$ cat src/rtl/seg_scan_ctrl_pkg.sv
// Shared types and constants for the seven-segment scan controller.
// The font table is indexed by nibble value and stored active-high (g..a).
package seg_scan_ctrl_pkg;

    localparam int NUM_DIGITS = 8;

    typedef enum logic [1:0] {
        BLANK = 2'd0,
        DWELL = 2'd1,
        GAP   = 2'd2
    } scan_state_t;

    localparam logic [15:0][6:0] FONT = {
        7'h71, 7'h79, 7'h5E, 7'h39, 7'h7C, 7'h77, 7'h6F, 7'h7F,
        7'h07, 7'h7D, 7'h6D, 7'h66, 7'h4F, 7'h5B, 7'h06, 7'h3F
    };

    typedef struct packed {
        logic [31:0] data;
        logic [7:0]  blank;
        logic [7:0]  dp;
    } frame_t;

endpackage

$ cat src/rtl/seg_scan_ctrl_if.sv
// Frame-update handshake between an upstream formatter and the scan controller.
interface seg_scan_ctrl_if;

    logic        upd_valid;
    logic        upd_ready;
    logic [31:0] upd_data;
    logic [7:0]  upd_blank;
    logic [7:0]  upd_dp;

    modport master (output upd_valid, upd_data, upd_blank, upd_dp, input upd_ready);
    modport slave  (input upd_valid, upd_data, upd_blank, upd_dp, output upd_ready);

endinterface

$ cat src/rtl/seg_scan_ctrl_hex_to_seg7.sv
// Nibble to segment byte {dp,g..a}; blanking also suppresses the decimal point.
module hex_to_seg7
    import seg_scan_ctrl_pkg::*;
#(
    parameter bit ACTIVE_LOW = 1'b1
) (
    input  logic [3:0] nibble,
    input  logic       blank,
    input  logic       dp,
    output logic [7:0] seg
);

    logic [7:0] lit;

    always_comb begin
        lit = blank ? 8'h00 : {dp, FONT[nibble]};
        seg = ACTIVE_LOW ? ~lit : lit;
    end

endmodule

$ cat src/rtl/seg_scan_ctrl.sv
// 8-digit seven-segment scan controller with a double-buffered frame that is
// committed only at frame boundaries, plus a dead cycle between digits.
module seg_scan_ctrl
    import seg_scan_ctrl_pkg::*;
#(
    parameter int CLK_DIV    = 1000,
    parameter bit ACTIVE_LOW = 1'b1
) (
    input  logic            clk,
    input  logic            rst,
    seg_scan_ctrl_if.slave  upd,
    output logic [7:0]      seg_out,
    output logic [7:0]      an_out,
    output logic            frame_done
);

    localparam int              CW         = $clog2(CLK_DIV + 1);
    localparam logic [CW-1:0]   DIV_LAST   = CW'(CLK_DIV - 1);
    localparam logic [2:0]      LAST_DIGIT = 3'(NUM_DIGITS - 1);
    localparam logic [7:0]      OFF        = ACTIVE_LOW ? 8'hFF : 8'h00;

    scan_state_t   state, state_n;
    logic [2:0]    digit_idx, idx_n, show_idx;
    logic [CW-1:0] div_cnt, cnt_n;
    frame_t        act_frame, pend_frame, src_frame;
    logic          pend_full, pend_full_n, ready_q;
    logic          accept, commit, show, fd_n;
    logic [7:0]    lit_seg, seg_n, an_n, onehot;

    assign upd.upd_ready = ready_q;
    assign accept        = upd.upd_valid && ready_q;

    // Next-state logic also decides which digit (if any) the registered
    // outputs will show, so anodes change on the same edge as the state.
    always_comb begin
        state_n  = state;
        idx_n    = digit_idx;
        cnt_n    = div_cnt;
        commit   = 1'b0;
        show     = 1'b0;
        show_idx = digit_idx;
        fd_n     = 1'b0;
        case (state)
            BLANK: begin
                if (pend_full) begin
                    commit   = 1'b1;
                    state_n  = DWELL;
                    idx_n    = 3'd0;
                    cnt_n    = '0;
                    show     = 1'b1;
                    show_idx = 3'd0;
                end
            end
            DWELL: begin
                if (div_cnt == DIV_LAST) begin
                    state_n = GAP;
                    fd_n    = (digit_idx == LAST_DIGIT);
                end else begin
                    cnt_n = div_cnt + CW'(1);
                    show  = 1'b1;
                end
            end
            GAP: begin
                state_n  = DWELL;
                idx_n    = digit_idx + 3'd1;
                cnt_n    = '0;
                commit   = pend_full && (digit_idx == LAST_DIGIT);
                show     = 1'b1;
                show_idx = digit_idx + 3'd1;
            end
            default: state_n = BLANK;
        endcase
        pend_full_n = accept ? 1'b1 : (commit ? 1'b0 : pend_full);
    end

    // A committing edge already displays the incoming frame's digit 0.
    always_comb begin
        src_frame = commit ? pend_frame : act_frame;
        onehot    = 8'b1 << show_idx;
        an_n      = show ? (ACTIVE_LOW ? ~onehot : onehot) : OFF;
        seg_n     = show ? lit_seg : OFF;
    end

    hex_to_seg7 #(.ACTIVE_LOW(ACTIVE_LOW)) u_font (
        .nibble (src_frame.data[{show_idx, 2'b00} +: 4]),
        .blank  (src_frame.blank[show_idx]),
        .dp     (src_frame.dp[show_idx]),
        .seg    (lit_seg)
    );

    always_ff @(posedge clk or posedge rst) begin
        if (rst) begin
            state      <= BLANK;
            digit_idx  <= 3'd0;
            div_cnt    <= '0;
            act_frame  <= '0;
            pend_frame <= '0;
            pend_full  <= 1'b0;
            ready_q    <= 1'b1;
            seg_out    <= OFF;
            an_out     <= OFF;
            frame_done <= 1'b0;
        end else begin
            state      <= state_n;
            digit_idx  <= idx_n;
            div_cnt    <= cnt_n;
            pend_full  <= pend_full_n;
            ready_q    <= !pend_full_n;
            seg_out    <= seg_n;
            an_out     <= an_n;
            frame_done <= fd_n;
            if (accept)
                pend_frame <= '{data: upd.upd_data, blank: upd.upd_blank, dp: upd.upd_dp};
            if (commit)
                act_frame <= pend_frame;
        end
    end

endmodule

$ cat src/flat_wrapper.sv
// flat-port wrapper written by rule: the top's interface ports become plain ports
module seg_scan_ctrl_flat import seg_scan_ctrl_pkg::*;
#(
    parameter int CLK_DIV    = 1000,
    parameter bit ACTIVE_LOW = 1'b1
)
  (clk, rst, seg_out, an_out, frame_done, upd_upd_valid, upd_upd_data, upd_upd_blank, upd_upd_dp, upd_upd_ready);
  seg_scan_ctrl_if upd_i ();
  input  logic clk;
  input  logic rst;
  output logic [7:0] seg_out;
  output logic [7:0] an_out;
  output logic frame_done;
  input wire logic [$bits(upd_i.upd_valid)-1:0] upd_upd_valid;
  input wire logic [$bits(upd_i.upd_data)-1:0] upd_upd_data;
  input wire logic [$bits(upd_i.upd_blank)-1:0] upd_upd_blank;
  input wire logic [$bits(upd_i.upd_dp)-1:0] upd_upd_dp;
  output wire logic [$bits(upd_i.upd_ready)-1:0] upd_upd_ready;
  assign upd_i.upd_valid = upd_upd_valid;
  assign upd_i.upd_data = upd_upd_data;
  assign upd_i.upd_blank = upd_upd_blank;
  assign upd_i.upd_dp = upd_upd_dp;
  assign upd_upd_ready = upd_i.upd_ready;
  seg_scan_ctrl #(.CLK_DIV(CLK_DIV), .ACTIVE_LOW(ACTIVE_LOW)) u_core (.clk(clk), .rst(rst), .upd(upd_i), .seg_out(seg_out), .an_out(an_out), .frame_done(frame_done));
endmodule
$ cat config.mk
export PLATFORM = sky130hd
export DESIGN_NAME = seg_scan_ctrl_flat
export DESIGN_NICKNAME = d
export VERILOG_FILES = /design/src/rtl/seg_scan_ctrl_pkg.sv /design/src/rtl/seg_scan_ctrl_if.sv /design/src/rtl/seg_scan_ctrl_hex_to_seg7.sv /design/src/rtl/seg_scan_ctrl.sv /design/src/flat_wrapper.sv
export SDC_FILE = /design/constraint.sdc
export NUM_CORES = 1
export LEC_CHECK = 0
export CORE_ASPECT_RATIO = 1.25
export CORE_UTILIZATION = 31
export DETAILED_ROUTE_END_ITERATION = 8
export PLACE_DENSITY_LB_ADDON = 0.12
export SYNTH_ARGS = -nofsm -noshare
export SYNTH_HDL_FRONTEND = slang
export SYNTH_HIERARCHICAL = 1
export SYNTH_SLANG_ARGS = --single-unit
$ cat constraint.sdc
create_clock -name clk -period 6 [get_ports clk]
set_clock_uncertainty 0.05 [all_clocks]
set_input_delay 1.2 -clock clk [delete_from_list [all_inputs] [get_ports clk]]
set_output_delay 1.2 -clock clk [all_outputs]
set_load 0.01 [all_outputs]
==> impl_metrics.env, run 1 <==
export IMPL_fin_setup_tns_ps=0
export IMPL_vias=3850
export IMPL_leakage_nw=3.593
export IMPL_clk_latency_ps=410
export IMPL_synth_nets=563
export IMPL_synthFlopType="dfrtp_1"
export IMPL_register_area_um2=3274
export IMPL_crit_start="u_core/digit_idx[0]"
export IMPL_cts_buffers_inserted=17
export IMPL_drtPass1Iterations=4
export IMPL_multiInputGateArea_um2=2282
export IMPL_tritoncts="yes"
export IMPL_finalNonFillerCells=816
export IMPL_ys_seq_elements=130
export IMPL_die_height_um=155.0
export IMPL_fp_coreArea_um2=18240
export IMPL_synth_top_family_by_area="multiplexers"
export IMPL_n_antenna_cell=0
export IMPL_grt_overflow=0
export IMPL_cts_root_buffer="clkbuf_16"
export IMPL_nFillCells=1720
export IMPL_layout_commonest_cell="dfrtp_1"
export IMPL_cp_slowest_stage_delay_ps=760
export IMPL_cp_top_family="simple AND/OR/NAND/NOR gates"
export IMPL_synth_simple_area_share_pct=13.37
export IMPL_grt_usage_pct=14.52
export IMPL_port_buffers=68
export IMPL_outcome="complete, no violations"
export IMPL_slowest_stage="nor3_2"
export IMPL_synthAdderAreaFrac_pct=1.941
export IMPL_routed_wl_mm=13.08
export IMPL_wire_per_inst_um=16.03
export IMPL_io_pins=69
export IMPL_initial_core_util_pct=31.81
export IMPL_synth_avg_cell_area_um2=11.53
export IMPL_final_antenna_net_count=0
export IMPL_synthArstFlopShare_pct=100.0
export IMPL_avgViaCountPerCell=4.718
export IMPL_synthXorXnorAreaFrac_pct=1.208
export IMPL_die_x_um=124.4
export IMPL_dp_cells=784
export IMPL_fp_dieArea_um2=19270
export IMPL_cts_sinks=130
export IMPL_finalCriticalPeriod_ps=4159
export IMPL_critPathMaxFanout=26
export IMPL_critPathLaunchType="register"
export IMPL_ys_types=53
export IMPL_cts_setup_buffers=0
export IMPL_maxSlewHeadroom_pct=20.60
export IMPL_syn_area_um2=5802
export IMPL_postCtsResizedCells=0
export IMPL_synth_compound_area_share_pct=8.777
export IMPL_clock_path_buffers=2
export IMPL_rsz0062_at_grt="false"
export IMPL_holdCritStartpoint="u_core/act_frame[47]"
export IMPL_synth_seq_area_share_pct=56.44
export IMPL_worstPathRequired_ps=6290
export IMPL_grt_pass1_wl_mm=21.38
export IMPL_hold_path_class="reg -> reg"
export IMPL_dpl_hpwl_mm=9.222
export IMPL_final_cell_mix="113 x dfrtp_1, 88 x nand2_1, 68 x clkdlybuf4s50_1"
export IMPL_setup_violations_final=0
export IMPL_drv_cap=0
export IMPL_timing_rr_start="u_core/digit_idx[0]"
export IMPL_worst_pin_slew_ps=1187
export IMPL_rows=55
export IMPL_drive_gt1_share_pct=22.62
export IMPL_p_total_mw=2.409
export IMPL_endpoint_kind="register"
export IMPL_fmax_mhz=240.5
export IMPL_cts_hold_buf=0
export IMPL_nNetsFinal=635
export IMPL_hold_violations=0
export IMPL_synth_cells=503
export IMPL_gp_congestion=0.7771
export IMPL_period_share_pct=69.31
export IMPL_area_delta_synth_final_pct=26.57
export IMPL_vdd_drop_max_mv=0.1899
export IMPL_synth_enable_flop_cells=0
export IMPL_grt_max_degree=60
export IMPL_synth_mux_area_share_pct=14.00
export IMPL_first_iter_violations=197
export IMPL_antenna_found_initial=0
export IMPL_worstPathArrival_ps=4450
export IMPL_critPathKind="reg -> reg"
export IMPL_cp_num_buf_inv=1
export IMPL_htree_levels=4
export IMPL_grt_pass1_vias=4072
export IMPL_slew_violations=0
export IMPL_crit_chain="ha_1 -> ha_1 -> nand2b_1 -> nand3b_2 -> buf_4 -> mux2i_1 -> o221ai_2 -> nor3_1 -> nor3_2 -> mux2_1 -> a221o_1 -> nand2b_1"
export IMPL_power_density_nw_per_um2=328.0
export IMPL_yosys_warnings=6
export IMPL_path_clk_slew_ps=60
export IMPL_drcViolationCount=0
[registers in the layout, summed over array words and instances, names as in the netlist]
signal                flops
u_core/an_out             8
u_core/act_frame         48
u_core/upd.upd_ready      1
u_core/seg_out            8
u_core/pend_frame        48
u_core/state              2
u_core/pend_full          1
u_core/div_cnt           10
u_core/frame_done         1
u_core/digit_idx          3
[final timing paths]
path,to,cells past startpoint,slack (ps)
hold reg to reg,u_core/act_frame[47],2,420
min in group asynchronous,u_core/div_cnt[0],2,1220
setup reg to reg,u_core/seg_out[6],12,1840
setup / recovery,u_core/seg_out[6],12,1840
hold / removal,u_core/act_frame[47],2,420
max in group asynchronous,u_core/an_out[0],3,3650
[tightest hold or removal path, stage by stage (launching register included)]
cell     delay (ps)
dfrtp_1         320
nand2_1          60
nand2_1          60
[synth_stat cells, types with 5 or more instances]
master      n  area (um^2)
buf_2       6        30.03
dfstp_2    17        446.7
a21oi_1    30        150.1
nand3_1     8        40.04
nor3_1     15        75.07
clkbuf_1    5        18.77
mux2_2     48        540.5
nor2_1     17        63.81
nand2_1    89        334.1
inv_2       5        18.77
nor3_2      5        50.05
nand2b_1   11        68.82
xor2_1      5        43.79
dfrtp_1   113         2828
buf_4       5        37.54
o221ai_2    8        120.1
mux2i_1    26        260.3
ha_1        9        112.6
inv_1      29        108.9
[stage by stage]
stage	util [%]	cell area [um^2]	hold slack, ps	worst slack [ps]
6_report	40.27	7343	415.8	1841
5_1_grt	40.27	7343	437.2	1587
4_1_cts	40.27	7343	420.7	1827
3_5_place_dp	36.64	6683	406.5	1841
3_3_place_gp	36.64	6683	400.2	1984
2_1_floorplan	-	5802	389.4	1309
[logic make-up (layout without fill, tap and decap cells)]
group | after synthesis | in the layout
compound gates | 65 | 65
mux | 75 | 75
simple gates | 163 | 163
fa+ha+maj | 9 | 9
flops | 130 | 130
xor+xnor | 8 | 8
buf+inv | 53 | 138
[routing by layer]
metal	track usage (%)	vias up	part of all wire, %
li1	-	1872	-
met2	24.47	62	50
met5	0	-	0
met1	18.08	1906	46
met4	5.164	0	1.2
met3	3.542	10	2.9
[power breakdown]
part,internal (mW),total (mW),switching (mW)
clock,0.758,1.15,0.390
combinational,0.123,0.177,0.0541
sequential,0.999,1.08,0.0836
[layout make-up]
cell class                      instances  area share, %
Sequential cell                       130          44.59
Multi-Input combinational cell        320          31.08
Timing Repair Buffer                   72          9.678
Clock buffer                           19          6.168
Tap cell                              228          3.885
Clock inverter                         13          2.828
Inverter                               34          1.772
(Power assumes the default switching activity.)
==> inputs of run 2 (changes only) <==
clock period = 4.3 ns   (was 6 ns; I/O delays follow)
==> run 2 against run 1 <==
Compared with the run above:
- flip-flop and latch count stayed put
- first-iteration DRC count down 44%
- via count up 0.96%
- critical endpoint unchanged
- largest cell class unchanged
- largest power group is now sequential cells
==> impl_metrics.env, run 2 (synthesis results as in run 1) <==
export IMPL_outcome="complete, no violations"
export IMPL_cts_setup_buffers=0
export IMPL_reg_largest_list="u_core/act_frame x48, u_core/pend_frame x48, u_core/div_cnt x10"
export IMPL_place_area_um2=6729
export IMPL_hold_violations=0
export IMPL_p_total_mw=3.061
export IMPL_setup_violations_final=0
export IMPL_finalCriticalPeriod_ps=3648
export IMPL_grt_pass1_wl_mm=21.52
export IMPL_final_antenna_net_count=0
export IMPL_grt_pass1_vias=4147
export IMPL_worstPathArrival_ps=3940
export IMPL_critPathLaunchType="register"
export IMPL_fin_setup_tns_ps=0
export IMPL_fin_area_um2=7269
export IMPL_first_iter_violations=111
export IMPL_vdd_drop_max_mv=0.2348
export IMPL_wire_per_inst_um=15.70
export IMPL_grt_max_degree=65
export IMPL_cts_hold_buf=0
export IMPL_cp_slowest_stage_delay_ps=480
export IMPL_avgViaCountPerCell=4.729
export IMPL_port_buffers=68
export IMPL_io_pins=69
export IMPL_rsz0062_at_grt="false"
export IMPL_cp_top_family="simple AND/OR/NAND/NOR gates"
export IMPL_period_share_pct=84.84
export IMPL_pre_cts_ws_ps=596.1
export IMPL_routed_wl_mm=12.91
export IMPL_fp_dieArea_um2=19270
export IMPL_grt_usage_pct=14.48
export IMPL_dp_cells=790
export IMPL_fin_util_pct=39.86
export IMPL_clk_latency_ps=420
export IMPL_crit_chain="ha_1 -> ha_1 -> nand2b_1 -> nand3b_2 -> mux2i_1 -> o221ai_1 -> nor3_1 -> nor3_2 -> inv_1 -> ha_1 -> mux2_1 -> a221o_1 -> nand2b_1"
export IMPL_dpl_hpwl_mm=9.134
export IMPL_die_x_um=124.4
export IMPL_antenna_found_initial=0
export IMPL_drtPass1Iterations=4
export IMPL_drcViolationCount=0
export IMPL_critPathMaxFanout=16
export IMPL_crit_path_frequent_cell="ha_1"
export IMPL_cp_num_buf_inv=1
export IMPL_drive_gt1_share_pct=22.56
export IMPL_hold_worst_slack_ps=417.5
export IMPL_slew_violations=0
export IMPL_finalNonFillerCells=822
export IMPL_final_cell_mix="113 x dfrtp_1, 88 x nand2_1, 68 x clkdlybuf4s50_1"
export IMPL_htree_levels=4
export IMPL_leakage_nw=3.575
export IMPL_maxSlewHeadroom_pct=22.48
export IMPL_hold_path_class="reg -> reg"
export IMPL_cts_buffers_inserted=17
export IMPL_nNetsFinal=641
export IMPL_n_antenna_cell=0
export IMPL_grt_overflow=0
export IMPL_layout_commonest_cell="dfrtp_1"
export IMPL_area_delta_synth_final_pct=25.30
export IMPL_path_clk_slew_ps=50
export IMPL_worstPathRequired_ps=4590
export IMPL_fp_coreArea_um2=18240
export IMPL_worst_pin_slew_ps=1159
export IMPL_fin_ws_ps=651.7
export IMPL_gp_congestion=0.7700
export IMPL_initial_core_util_pct=31.81
export IMPL_critPathKind="reg -> reg"
export IMPL_die_height_um=155.0
export IMPL_clock_path_buffers=2
export IMPL_tritoncts="yes"
export IMPL_endpoint_kind="register"
export IMPL_drv_cap=0
export IMPL_rows=55
export IMPL_power_density_nw_per_um2=421.0
export IMPL_cts_sinks=130
export IMPL_postCtsResizedCells=0
export IMPL_cts_root_buffer="clkbuf_16"
export IMPL_slowest_stage="dfrtp_1"
export IMPL_fmax_mhz=274.1
export IMPL_vias=3887
-- run 2: cell count changes in the layout (fill, tap and decap cells not counted), sizes merged --
| cell | change |
|---|---|
| clkinvlp | -2 |
| buf | +6 |
| bufinv | -5 |
| inv | -1 |
| clkbuf | +8 |
-- run 2: final timing paths --
check	start	endpoint	slack, ps	depth (start not counted)
hold reg to reg	u_core/act_frame[10]	u_core/act_frame[10]	420	2
setup reg to reg	u_core/digit_idx[0]	u_core/seg_out[6]	650	13
setup / recovery	u_core/digit_idx[0]	u_core/seg_out[6]	650	13
hold / removal	u_core/act_frame[10]	u_core/act_frame[10]	420	2
max in group asynchronous	rst	u_core/pend_frame[46]	2390	3
min in group asynchronous	rst	u_core/div_cnt[6]	710	2
-- run 2: power breakdown --
part | total [mW] | internal, mW | switching, mW
combinational | 0.249 | 0.172 | 0.0770
sequential | 1.51 | 1.39 | 0.113
clock | 1.30 | 0.809 | 0.495
total | 3.06 | 2.37 | 0.686
-- run 2: final cells by class --
type / count / area, um^2
fillers: 1773 / 10970
flip-flops and latches: 130 / 3274
multi-input cells: 320 / 2282
repair buffers: 78 / 755.7
clock buffers: 27 / 513.0
well taps: 228 / 285.3
inverters: 34 / 131.4
clock inverters: 5 / 27.53
-- run 2: worst reg2reg max path: stages, from the launching register on --
cell,delay (ps)
dfrtp_1,480
ha_1,250
ha_1,180
nand2b_1,160
nand3b_2,400
mux2i_1,170
o221ai_1,320
nor3_1,120
nor3_2,340
inv_1,170
ha_1,220
mux2_1,300
a221o_1,290
nand2b_1,130
-- run 2: per-layer routing --
metal  track usage, %  vias to the layer above  routed length, um
li1                 -                     1877                  -
met1            17.98                     1934               5880
met2            24.10                       60               6445
met3            3.748                       16                386
met4            5.565                        0                194
met5                0                        -                  0
